## src/rtl/rst_sequencer.sv

```systemverilog
// Reset sequencer: a fixed-length power-on reset pulse, then round-robin arbitrated
// soft-reset pulses, each followed by a cooldown window.
module rst_sequencer #(
  parameter int PULSE_LEN   = 3,
  parameter int HOLDOFF_LEN = 4,
  parameter int NUM_REQ     = 2
) (
  input  logic               clk,
  input  logic               rst,
  input  logic [NUM_REQ-1:0] req,
  output logic [NUM_REQ-1:0] gnt,
  output logic               rst_out,
  output logic               busy,
  output logic               done,
  output logic [7:0]         rst_count
);

  typedef enum logic [1:0] {
    ASSERT  = 2'd0,
    HOLDOFF = 2'd1,
    IDLE    = 2'd2
  } state_t;

  state_t             state_r, state_s;
  logic [7:0]         pulse_cnt_r, pulse_cnt_s;
  logic [7:0]         hold_cnt_r, hold_cnt_s;
  logic [7:0]         rst_count_r, rst_count_s;
  logic [2:0]         ptr_r, ptr_s;
  logic [NUM_REQ-1:0] gnt_r, gnt_s;
  logic               rst_out_r, rst_out_s;
  logic               busy_r, busy_s;
  logic               done_r, done_s;

  logic [7:0]         req_pad_s;
  logic [3:0]         idx_s;
  logic [3:0]         nxt_ptr_s;
  logic [2:0]         pick_idx_s;
  logic               pick_vld_s;

  // Round-robin pick: scan from the priority pointer, wrapping at NUM_REQ.
  always_comb begin
    req_pad_s  = 8'(req);
    idx_s      = 4'd0;
    pick_idx_s = 3'd0;
    pick_vld_s = 1'b0;
    nxt_ptr_s  = 4'd0;
    for (int i = 0; i < NUM_REQ; i++) begin
      idx_s = {1'b0, ptr_r} + 4'(i);
      if (idx_s >= 4'(NUM_REQ)) begin
        idx_s = idx_s - 4'(NUM_REQ);
      end else begin
        idx_s = idx_s;
      end
      if (!pick_vld_s && req_pad_s[idx_s[2:0]]) begin
        pick_vld_s = 1'b1;
        pick_idx_s = idx_s[2:0];
      end else begin
        pick_vld_s = pick_vld_s;
      end
    end
    nxt_ptr_s = {1'b0, pick_idx_s} + 4'd1;
    if (nxt_ptr_s >= 4'(NUM_REQ)) begin
      nxt_ptr_s = 4'd0;
    end else begin
      nxt_ptr_s = nxt_ptr_s;
    end
  end

  // Next-state and next-output logic; outputs are registered one edge later.
  always_comb begin
    state_s     = state_r;
    pulse_cnt_s = pulse_cnt_r;
    hold_cnt_s  = hold_cnt_r;
    rst_count_s = rst_count_r;
    ptr_s       = ptr_r;
    gnt_s       = '0;
    rst_out_s   = rst_out_r;
    busy_s      = busy_r;
    done_s      = 1'b0;
    case (state_r)
      ASSERT: begin
        rst_out_s = 1'b1;
        busy_s    = 1'b1;
        if (pulse_cnt_r == 8'(PULSE_LEN - 1)) begin
          state_s     = HOLDOFF;
          pulse_cnt_s = 8'd0;
          hold_cnt_s  = 8'd0;
          rst_out_s   = 1'b0;
          done_s      = 1'b1;
          rst_count_s = (rst_count_r == 8'd255) ? 8'd255 : rst_count_r + 8'd1;
        end else begin
          pulse_cnt_s = pulse_cnt_r + 8'd1;
        end
      end
      HOLDOFF: begin
        rst_out_s = 1'b0;
        busy_s    = 1'b1;
        if (hold_cnt_r == 8'(HOLDOFF_LEN - 1)) begin
          state_s    = IDLE;
          hold_cnt_s = 8'd0;
          busy_s     = 1'b0;
        end else begin
          hold_cnt_s = hold_cnt_r + 8'd1;
        end
      end
      IDLE: begin
        rst_out_s = 1'b0;
        busy_s    = 1'b0;
        if (pick_vld_s) begin
          state_s     = ASSERT;
          pulse_cnt_s = 8'd0;
          gnt_s       = NUM_REQ'(8'd1 << pick_idx_s);
          ptr_s       = nxt_ptr_s[2:0];
          rst_out_s   = 1'b1;
          busy_s      = 1'b1;
        end else begin
          state_s = IDLE;
        end
      end
      default: begin
        state_s     = ASSERT;
        pulse_cnt_s = 8'd0;
        hold_cnt_s  = 8'd0;
        rst_out_s   = 1'b1;
        busy_s      = 1'b1;
      end
    endcase
  end

  // State and output registers; reset forces the start of a fresh power-on pulse.
  always_ff @(posedge clk) begin
    if (rst) begin
      state_r     <= ASSERT;
      pulse_cnt_r <= 8'd0;
      hold_cnt_r  <= 8'd0;
      rst_count_r <= 8'd0;
      ptr_r       <= 3'd0;
      gnt_r       <= '0;
      rst_out_r   <= 1'b1;
      busy_r      <= 1'b1;
      done_r      <= 1'b0;
    end else begin
      state_r     <= state_s;
      pulse_cnt_r <= pulse_cnt_s;
      hold_cnt_r  <= hold_cnt_s;
      rst_count_r <= rst_count_s;
      ptr_r       <= ptr_s;
      gnt_r       <= gnt_s;
      rst_out_r   <= rst_out_s;
      busy_r      <= busy_s;
      done_r      <= done_s;
    end
  end

  assign gnt       = gnt_r;
  assign rst_out   = rst_out_r;
  assign busy      = busy_r;
  assign done      = done_r;
  assign rst_count = rst_count_r;

endmodule

```

## config.mk

```make
export PLATFORM = sky130hd
export DESIGN_NAME = rst_sequencer
export DESIGN_NICKNAME = d
export VERILOG_FILES = /design/src/rtl/rst_sequencer.sv
export SDC_FILE = /design/constraint.sdc
export NUM_CORES = 1
export LEC_CHECK = 0
export CELL_PAD_IN_SITES_DETAIL_PLACEMENT = 1
export CELL_PAD_IN_SITES_GLOBAL_PLACEMENT = 2
export CORE_MARGIN = 2
export CORE_UTILIZATION = 38
export CTS_BUF_LIST = sky130_fd_sc_hd__clkbuf_16
export DETAILED_ROUTE_END_ITERATION = 7
export GPL_ROUTABILITY_DRIVEN = 0
export HOLD_SLACK_MARGIN = 0.03
export PLACE_DENSITY_LB_ADDON = 0.1
export SYNTH_ARGS = -nofsm -noshare
export SYNTH_HDL_FRONTEND = slang
export SYNTH_SLANG_ARGS = --single-unit
```

## constraint.sdc

```tcl
create_clock -name clk -period 5.9 [get_ports clk]
set_input_delay 1.475 -clock clk [delete_from_list [all_inputs] [get_ports clk]]
set_output_delay 1.475 -clock clk [all_outputs]
set_load 0.01 [all_outputs]
```

# Word-level counts from Yosys, hierarchy flattened
# Cells that the tools add are included.
# Widths: inputs -> output; s select.
[classes]
addsub = 7
order_cmp = 5
n_eq_ne = 8
shifts = 1
mux = 28
bitwise_logic = 4
n_reduce_logical = 10
[ops]
columns = ["op", "n"]
rows = [
  ["$pmux 8 s3", 2],
  ["$mux 8", 5],
  ["$add 8x1->8 const B", 3],
  ["$eq 8x2->1 const B", 2],
  ["$mux 3", 5],
  ["$reduce_and 2->1", 5],
  ["$add 3x1->4 const B", 2],
  ["$eq 8x8->1 const B", 1],
  ["$ge 4x2->1 const B", 2],
  ["$lt 3x4->1 const B", 2],
  ["$mux 1", 8],
  ["$bmux 1 s3", 2],
  ["$mux 2", 3],
  ["$ne 2x2->1 const B", 3],
  ["$pmux 2 s3", 1],
  ["$sub 3x2->3 const B", 2],
  ["$not 1->1", 4],
  ["$ge 3x2->1 const B", 1],
  ["$pmux 1 s3", 1],
  ["$reduce_or 3->1", 1],
  ["$shl 1x3->2 const A", 1],
  ["$eq 2x1->1 const B", 1],
  ["$eq 2x2->1 const B", 1],
  ["$logic_not 2->1", 1],
  ["other kinds (4)", 4],
]
[word_totals]
register_bits = 34
input_bits = 4
output_inout_bits = 13
elab_cells = 72

# Logic depth before layout (Yosys ltp)
[logic_depth]
depth_word = 11
mapped_depth = 11
depth_no_buf = 10

# Least setup slack after synthesis
# OpenSTA, ideal clock, no wires.
[synth_path]
kind = "input port to flip-flop"
start = "input port req[1]"
end = "register ptr_r[0]"
setup_ns = 0.058
arrival_ns = 2.854
required_time_ns = 5.842
path_slack_ns = 2.988
stages = 8
n_path_buf = 0
cell_sequence = "mux2i_1 a31oi_1 nor2_1 mux2_2 ha_1 nor4_1 and4_1 a211o_1"
[synth_between]
elab_chain_cells = 9
word_cells_on_any_way = 14
cone_classes = "1 x add/sub; 1 x order compare; 9 x mux; 3 x reduce/logical"
[synth_rtl]
columns = ["item", "line_no", "source"]
rows = [
  ["start: declaration", "10", "input logic [NUM_REQ-1:0] req,"],
  ["$bmux 1 s3", "54", "if (!pick_vld_s && req_pad_s[idx_s[2:0]]) begin"],
  ["$mux 1 (implied by the code)", "54", ""],
  ["$mux 1", "54", ""],
  ["$logic_not 1->1", "54", ""],
  ["$logic_and 1x1->1", "54", ""],
  ["$mux 3", "54", ""],
  ["$add 3x1->4", "61", "nxt_ptr_s = {1'b0, pick_idx_s} + 4'd1;"],
  ["$ge 4x2->1", "62", "if (nxt_ptr_s >= 4'(NUM_REQ)) begin"],
  ["$mux 3", "62", ""],
  ["end signal: assignment", "147", "ptr_r <= ptr_s;"],
  ["end: declaration", "28", "logic [2:0] ptr_r, ptr_s;"],
]
# Parallel ways exist; a longest one is shown, timed or not. The select of a mux whose other input is x is not followed.
# A chain may end at the register's enable or synchronous reset.

# Worst setup path in the final report
# Ends and elaborated chain as after synthesis.

==> out/qor.tcl <==
set qor(final-hold-violation-count) 0
set qor(dpl_worst_slack_ns) 2.15
set qor(core_area_sq_mm) 0.00479
set qor(n_antenna_cell) 0
set qor(finalSetupViolations) 0
set qor(seqPwrFrac) 0.371
set qor(clkSlewWorstSetupHoldPaths_ns) 0.05
set qor(cp_data_arrival_time_ns) 3.71
set qor(fin_crit_sh) 0.592
set qor(synthDistinctLibCells) 52
set qor(leakage_nw) 0.884
set qor(drt_pre_antenna_iters) 4
set qor(post_synth_instance_area_sq_mm) 0.00192
set qor(setup_slack_of_the_worst_register_to_register_path_ns) 2.73
set qor(initial_util) 0.400
set qor(timing.critical_path.slowest_stage_cell) {sky130_fd_sc_hd__clkdlybuf4s50_1}
set qor(clk_root_buffer_cell) {sky130_fd_sc_hd__clkbuf_16}
set qor(yosys.cell_count.top_type) {sky130_fd_sc_hd__dfxtp_1}
set qor(final_core_util) 0.467
set qor(overflow) 0
set qor(gr-usage-all-layers) 0.170
set qor(report.final.slew_viol_count) 0
set qor(clkSinkCount) 34
set qor(r2r_end) {ptr_r[0]$_SDFFE_PP0P_}
set qor(grt_antenna_before_repair) 0
set qor(synth.top_cells.by_count) {sky130_fd_sc_hd__dfxtp_1 (34), sky130_fd_sc_hd__nand2_1 (20), sky130_fd_sc_hd__nor2_1 (17)}
set qor(dp.final_hpwl_microns) 3140
set qor(crit_chain) {clkdlybuf4s50_1, mux2i_1, a31oi_1, nor2_1, mux2_2, ha_1, nor4_1, and4_1, a211o_1}
set qor(number_of_enable_flip_flop_cells_after_synthesis) 0
set qor(netSwitchingFraction) 0.330
set qor(wl_per_cell_microns) 14.7
set qor(use_met2) 0.290
set qor(max_slew_margin) 0.543
set qor(worstSetupPathType) {input pin to flop}
set qor(post_cts_resize_count) 0
set qor(async_reset_ff_frac) 0
set qor(placementRows) 25
set qor(io_buffers) 16
set qor(cts_hold_buf) 0
set qor(critPathRequiredTime_ns) 6.12
set qor(tritoncts) {yes}
set qor(num_ports) 17
set qor(worst_setup_path_endpoint) {ptr_r[0]$_SDFFE_PP0P_}
set qor(largest_net_degree_at_the_start_of_global_routing) 27
set qor(grt_use_met3) 0.0375
set qor(worst_slack_ns) 2.40
set qor(fmax_ghz) 0.286
set qor(post_synthesis_average_cell_area_sq_um) 9.17
set qor(synth_ff_type) {sky130_fd_sc_hd__dfxtp_1}
set qor(path_delay_family) {simple AND/OR/NAND/NOR gates}
set qor(critical_path_cell_count) 9
set qor(cts_htree_levels) 2
set qor(drtAntennaViolNets) 0
set qor(die_x_microns) 75
set qor(fp.dieArea_sq_mm) 0.00563
set qor(outcome) {completed}
set qor(critical_path_startpoint_category) {input pin}
set qor(synth_largest_area_cell) {sky130_fd_sc_hd__dfxtp_1}
set qor(synthToLayoutAreaGrowth_pct) 16.7
set qor(rsz_0062_raised_after_global_routing) {no}
set qor(sequential_fraction_of_the_synthesis_area) 0.355
set qor(period_needed_ns) 3.50
set qor(clk-insertion-delay-late_ns) 0.27
set qor(cpPeakStageDelay_ns) 0.49
set qor(worst_setup_path_end_kind) {flop}
set qor(worst_hold_path_type) {flop to flop}
set qor(grt_pass1_wl_microns) 7380
set qor(final_skew_ns) 0.00391
set qor(routed_via_count) 1566
set qor(tightestPinTransition_ns) 0.683
set qor(clockBufferDepth) 2
set qor(synth_top_area_frac) 0.355
set qor(pwr_density_cell_mw_per_mm2) 324
set qor(post-cts-setup-buffer-count) 0
set qor(grt_use_met1) 0.206
set qor(r2r_start) {ptr_r[0]$_SDFFE_PP0P_}
set qor(switchingPower_mw) 0.239
set qor(cp_max_fo) 3
set qor(power_report.internal_total_mw) 0.486
set qor(cp.buffers_inverters) 1
set qor(die_h_microns) 75
set qor(setup_crit_start) {req[1]}
set qor(finalNetCount) 245
set qor(post_synth_inst_count) 209
set qor(worst_ir_drop_vdd_mv) 0.151
set qor(worst_r2r_path_depth) 10
set qor(cts_made_buffers) 5
set qor(detail_route.iter0.violations) 70
set qor(synthesis.nets) 228
set qor(via_count_of_the_first_global_routing_pass) 1592
set qor(gr-max-usage-layer) {met2}
set qor(netlist_top_cells_area) {sky130_fd_sc_hd__dfxtp_1 (36%), sky130_fd_sc_hd__ha_1 (9.8%), sky130_fd_sc_hd__nand2_1 (3.9%), sky130_fd_sc_hd__o41ai_2 (3.4%), sky130_fd_sc_hd__nor2_1 (3.3%)}
set qor(post_layout_power_mw) 0.725
set qor(detail_route.drc_violations) 0
set qor(synth-seq-cells) 34
set qor(synth.yosys.warnings) 0
set qor(fin_tns_setup_ns) 0
set qor(share_comb_of_total_power) 0.296
set qor(clockPowerShare) 0.333
set qor(drv_cap) 0
set qor(finalWirelength_microns) 4330
set qor(drt-vias-per-instance) 5.33
set qor(drive_gt1_frac) 0.123
[per-layer routing]
metal	routed length, microns	vias up	share of wire
li1	-	783	-
met1	2040	759	0.47
met2	2140	17	0.49
met3	93	7	0.021
met4	61	0	0.014
met5	0	-	0
[cell families after synthesis]
kind of cell | synth area share
simple gates | 0.246
other cells | 0.00392
compound gates | 0.180
mux | 0.0268
xor+xnor | 0.0274
fa+ha+maj | 0.0980
flops | 0.355
buf+inv | 0.0634
[registers in the layout, indices dropped and copies added, names as in the netlist]
signal       count
hold_cnt_r       8
pulse_cnt_r      8
rst_count        8
ptr_r            3
gnt              2
state_r          2
busy             1
done             1
rst_out          1
[power by group through the flow]
stage          Combinational, mW  Clock [mW]  Sequential [mW]
2_1_floorplan              0.158           0            0.274
3_3_place_gp               0.207           0            0.272
3_5_place_dp               0.215           0            0.274
4_1_cts                    0.217       0.251            0.269
5_1_grt                    0.242       0.260            0.273
6_report                   0.215       0.241            0.269
[worst reg2reg max path, delay by kind of cell, from the launching register on]
kind	cells	cell delay (ns)
multiplexers	1	0.31
flip-flops	1	0.56
AO/OA/AOI/OAI	2	0.40
buffers and inverters	1	0.16
adder cells (fa/ha/maj)	2	0.55
AND/OR/NAND/NOR	4	1.14
[stage by stage]
stage,cell area (sq um),hold WS (ns),cells
floorplan,1920,0.462,209
global placement,2100,0.477,286
detailed placement,2100,0.495,286
CTS,2240,0.499,294
global route,2240,0.531,294
finish,2240,0.494,294
[how the worst min path moves through the flow]
stage | slack (ns) | depth (start not counted) | end | from
floorplan | 0.46 | 2 | hold_cnt_r[1]$_SDFFE_PP0P_ | hold_cnt_r[1]$_SDFFE_PP0P_
global placement | 0.48 | 2 | state_r[1]$_SDFFE_PP0P_ | state_r[1]$_SDFFE_PP0P_
detailed placement | 0.50 | 2 | state_r[1]$_SDFFE_PP0P_ | state_r[1]$_SDFFE_PP0P_
CTS | 0.50 | 2 | state_r[1]$_SDFFE_PP0P_ | state_r[1]$_SDFFE_PP0P_
global route | 0.53 | 2 | state_r[1]$_SDFFE_PP0P_ | state_r[1]$_SDFFE_PP0P_
finish | 0.49 | 2 | state_r[1]$_SDFFE_PP0P_ | state_r[1]$_SDFFE_PP0P_
[final cells by class]
type,instances,area (sq um)
clock inverters,3,12.5
well taps,67,83.8
multi-input cells,155,1110
inverters,12,45.0
fillers,561,2550
clock buffers,5,125
flip-flops and latches,34,681
repair buffers,18,175
[cells in the final DEF, fill, tap and decap left out, types with 3 or more instances in the layout]
| cell type | count |
|---|---|
| sky130_fd_sc_hd__a211o_2 | 4 |
| sky130_fd_sc_hd__a21oi_1 | 9 |
| sky130_fd_sc_hd__a311oi_1 | 3 |
| sky130_fd_sc_hd__a32o_1 | 3 |
| sky130_fd_sc_hd__and2_1 | 3 |
| sky130_fd_sc_hd__and3_1 | 4 |
| sky130_fd_sc_hd__clkbuf_16 | 5 |
| sky130_fd_sc_hd__clkdlybuf4s50_1 | 16 |
| sky130_fd_sc_hd__dfxtp_1 | 34 |
| sky130_fd_sc_hd__ha_1 | 15 |
| sky130_fd_sc_hd__inv_1 | 13 |
| sky130_fd_sc_hd__mux2i_1 | 4 |
| sky130_fd_sc_hd__nand2_1 | 20 |
| sky130_fd_sc_hd__nand3_1 | 11 |
| sky130_fd_sc_hd__nand4b_1 | 3 |
| sky130_fd_sc_hd__nor2_1 | 17 |
| sky130_fd_sc_hd__nor3_1 | 5 |
| sky130_fd_sc_hd__nor4_1 | 3 |
| sky130_fd_sc_hd__o21ai_0 | 4 |
| sky130_fd_sc_hd__o41ai_2 | 4 |
| sky130_fd_sc_hd__xnor2_1 | 5 |
(Power assumes the default switching activity.)
==> patch (same flow settings) <==
Change the parameter `NUM_REQ` from 2 to 1.
--- a/src/rtl/rst_sequencer.sv
+++ b/src/rtl/rst_sequencer.sv
@@ -3,7 +3,7 @@
 module rst_sequencer #(
   parameter int PULSE_LEN   = 3,
   parameter int HOLDOFF_LEN = 4,
-  parameter int NUM_REQ     = 2
+  parameter int NUM_REQ     = 1
 ) (
   input  logic               clk,
   input  logic               rst,
Interface: changed (resized gnt and req); port bits go from 17 to 15. No check against the original RTL was run, so the function may have changed too.
==> patch against the unedited design <==
Via count fell by 6.4%; die area fell by 12%; sequential cell count fell by 1; sequential share of layout area rose by 2.7 points; utilization fell by 0.24 points; register-to-register slack improved by 1000 ps; routed wire length fell by 8.5%; setup slack improved by 730 ps; area after synthesis fell by 13%; cell area fell by 11%; largest cell class unchanged; hold slack got worse by 21 ps; critical endpoint is now rst_count[3]; total power rose by 2.0%; global-route usage rose by 0.82 points.
==> patch: results (changes against the unedited design) <==
CP max FO = 6 (was 3)
Clock Tree Buf Depth = 2 (unchanged)
WP data required = 4430 ps (was 6120 ps)
post-synthesis mux area share = 2.40% (was 2.68%)
Largest stage delay, worst path = 580 ps (was 490 ps)
post_cts resized = 0 (unchanged)
main area contributors after synthesis = dfxtp_1, ha_1, a21oi_1 (was dfxtp_1, ha_1, nand2_1)
slowest CP cell = clkdlybuf4s50_1 (unchanged)
largest net degree at the start of global routing = 35 (was 27)
synth warn = 0 (unchanged)
gr usage total = 17.9% (was 17.0%)
Fill cells = 522 (was 561)
nets = 220 (was 245)
post-synthesis async set-or-reset flop share = 0% (unchanged)
# diodes = 0 (unchanged)
vias per inst = 5.66 (was 5.33)
Post-CTS Setup Inserts = 0 (unchanged)
Rel. slew slack = 64.4% (was 54.3%)
CTS buffer count = 5 (unchanged)
initial antenna violation count = 0 (unchanged)
wire per inst = 15.3 um (was 14.7 um)
Compound-Gate Fraction of Synth Area = 19.3% (was 18.0%)
ys flop type = dfxtp_1 (unchanged)
Synth Area in Adders = 7.50% (was 9.80%)
global-route wire length before repair = 7070 um (was 7380 um)
Yosys cell types = 42 (was 52)
clk root buf = clkbuf_16 (unchanged)
IO buf count = 14 (was 16)
Setup Skew = 4.43 ps (was 3.91 ps)
initial drt markers = 91 (was 70)
status = finished clean (unchanged)
Clk Latency, worst-skew pair = 280 ps
vias in the first global route = 1528 (was 1592)
CTS clk-pin slew, worst paths = 50 ps (about the same)
worst hold path class = flip-flop to flip-flop (unchanged)
CTS H-tree lvls = 2 (unchanged)
Post-Place Worst Slack = 2870 ps (was 2150 ps)
Crit path max-delay family = buffers and inverters (was simple AND/OR/NAND/NOR gates)
XOR/XNOR share of the synthesized area = 0% (was 2.74%)
most frequent cells after synthesis = dfxtp_1, nor2_1, a21oi_1, inv_1 (was dfxtp_1, nand2_1, nor2_1, ha_1, inv_1)
peak supply drop = 0.136 mV (was 0.151 mV)
Syn Nets = 202 (was 228)
dpl hpwl = 2850 um (was 3140 um)
Leak = 0.741 nW (was 0.884 nW)
share of the yosys chip area belonging to registers = 39.6% (was 35.5%)
router iterations before antenna repair = 4 (unchanged)
Placed Area = 1860 um2 (was 2100 um2)
layout cell share with drive strength beyond 1 = 7.73% (was 12.3%)
## patch: cell count changes in the layout (fill, tap and decap cells not counted), sizes merged, moves of 5 or more
cell,delta
nand2,-10
o21ai,+6
a211o,-5
a21oi,+8
ha,-5
nand3,-5
xnor2,-5
## patch: stage by stage
step | cells | utilization (%) | total power [mW]
final | 259 | 46.5 | 0.740
after global routing | 259 | 46.5 | 0.797
after CTS | 259 | 46.5 | 0.753
after detailed placement | 252 | 43.4 | 0.509
after global placement | 252 | 43.4 | 0.497
after floorplan | 189 | - | 0.435
## patch: per-layer routing
layer | routed length [um] | up-vias | GRT usage, % | part of all wire, %
met2 | 1930 | 20 | 28.8 | 49
met3 | 111 | 7 | 4.18 | 2.8
met4 | 65 | 0 | 7.05 | 1.6
met5 | 0 | - | 0 | 0
met1 | 1850 | 713 | 23.0 | 47
li1 | - | 725 | - | -
## patch: path summary, 6_finish.rpt
check           startpoint              to  slack (ps)  depth (start not counted)
max           rst_count[3]    rst_count[3]        3140                          1
min          hold_cnt_r[1]   hold_cnt_r[1]         470                          2
max reg2reg       ptr_r[0]  pulse_cnt_r[6]        3730                          7
min reg2reg  hold_cnt_r[1]   hold_cnt_r[1]         470                          2
## patch: where the power goes
group	internal [mW]	switching (mW)
clock network	0.151	0.0881
logic	0.0934	0.144
registers	0.244	0.0199
total	0.487	0.252
## patch: final cells by class
cell class	instances	area, um2	area share (%)
Timing Repair Buffer	15	148	7.40
Tap cell	52	65.1	3.26
Clock inverter	2	7.51	0.376
Inverter	12	45.0	2.26
Sequential cell	33	661	33.1
Clock buffer	5	125	6.27
Multi-Input combinational cell	140	945	47.3
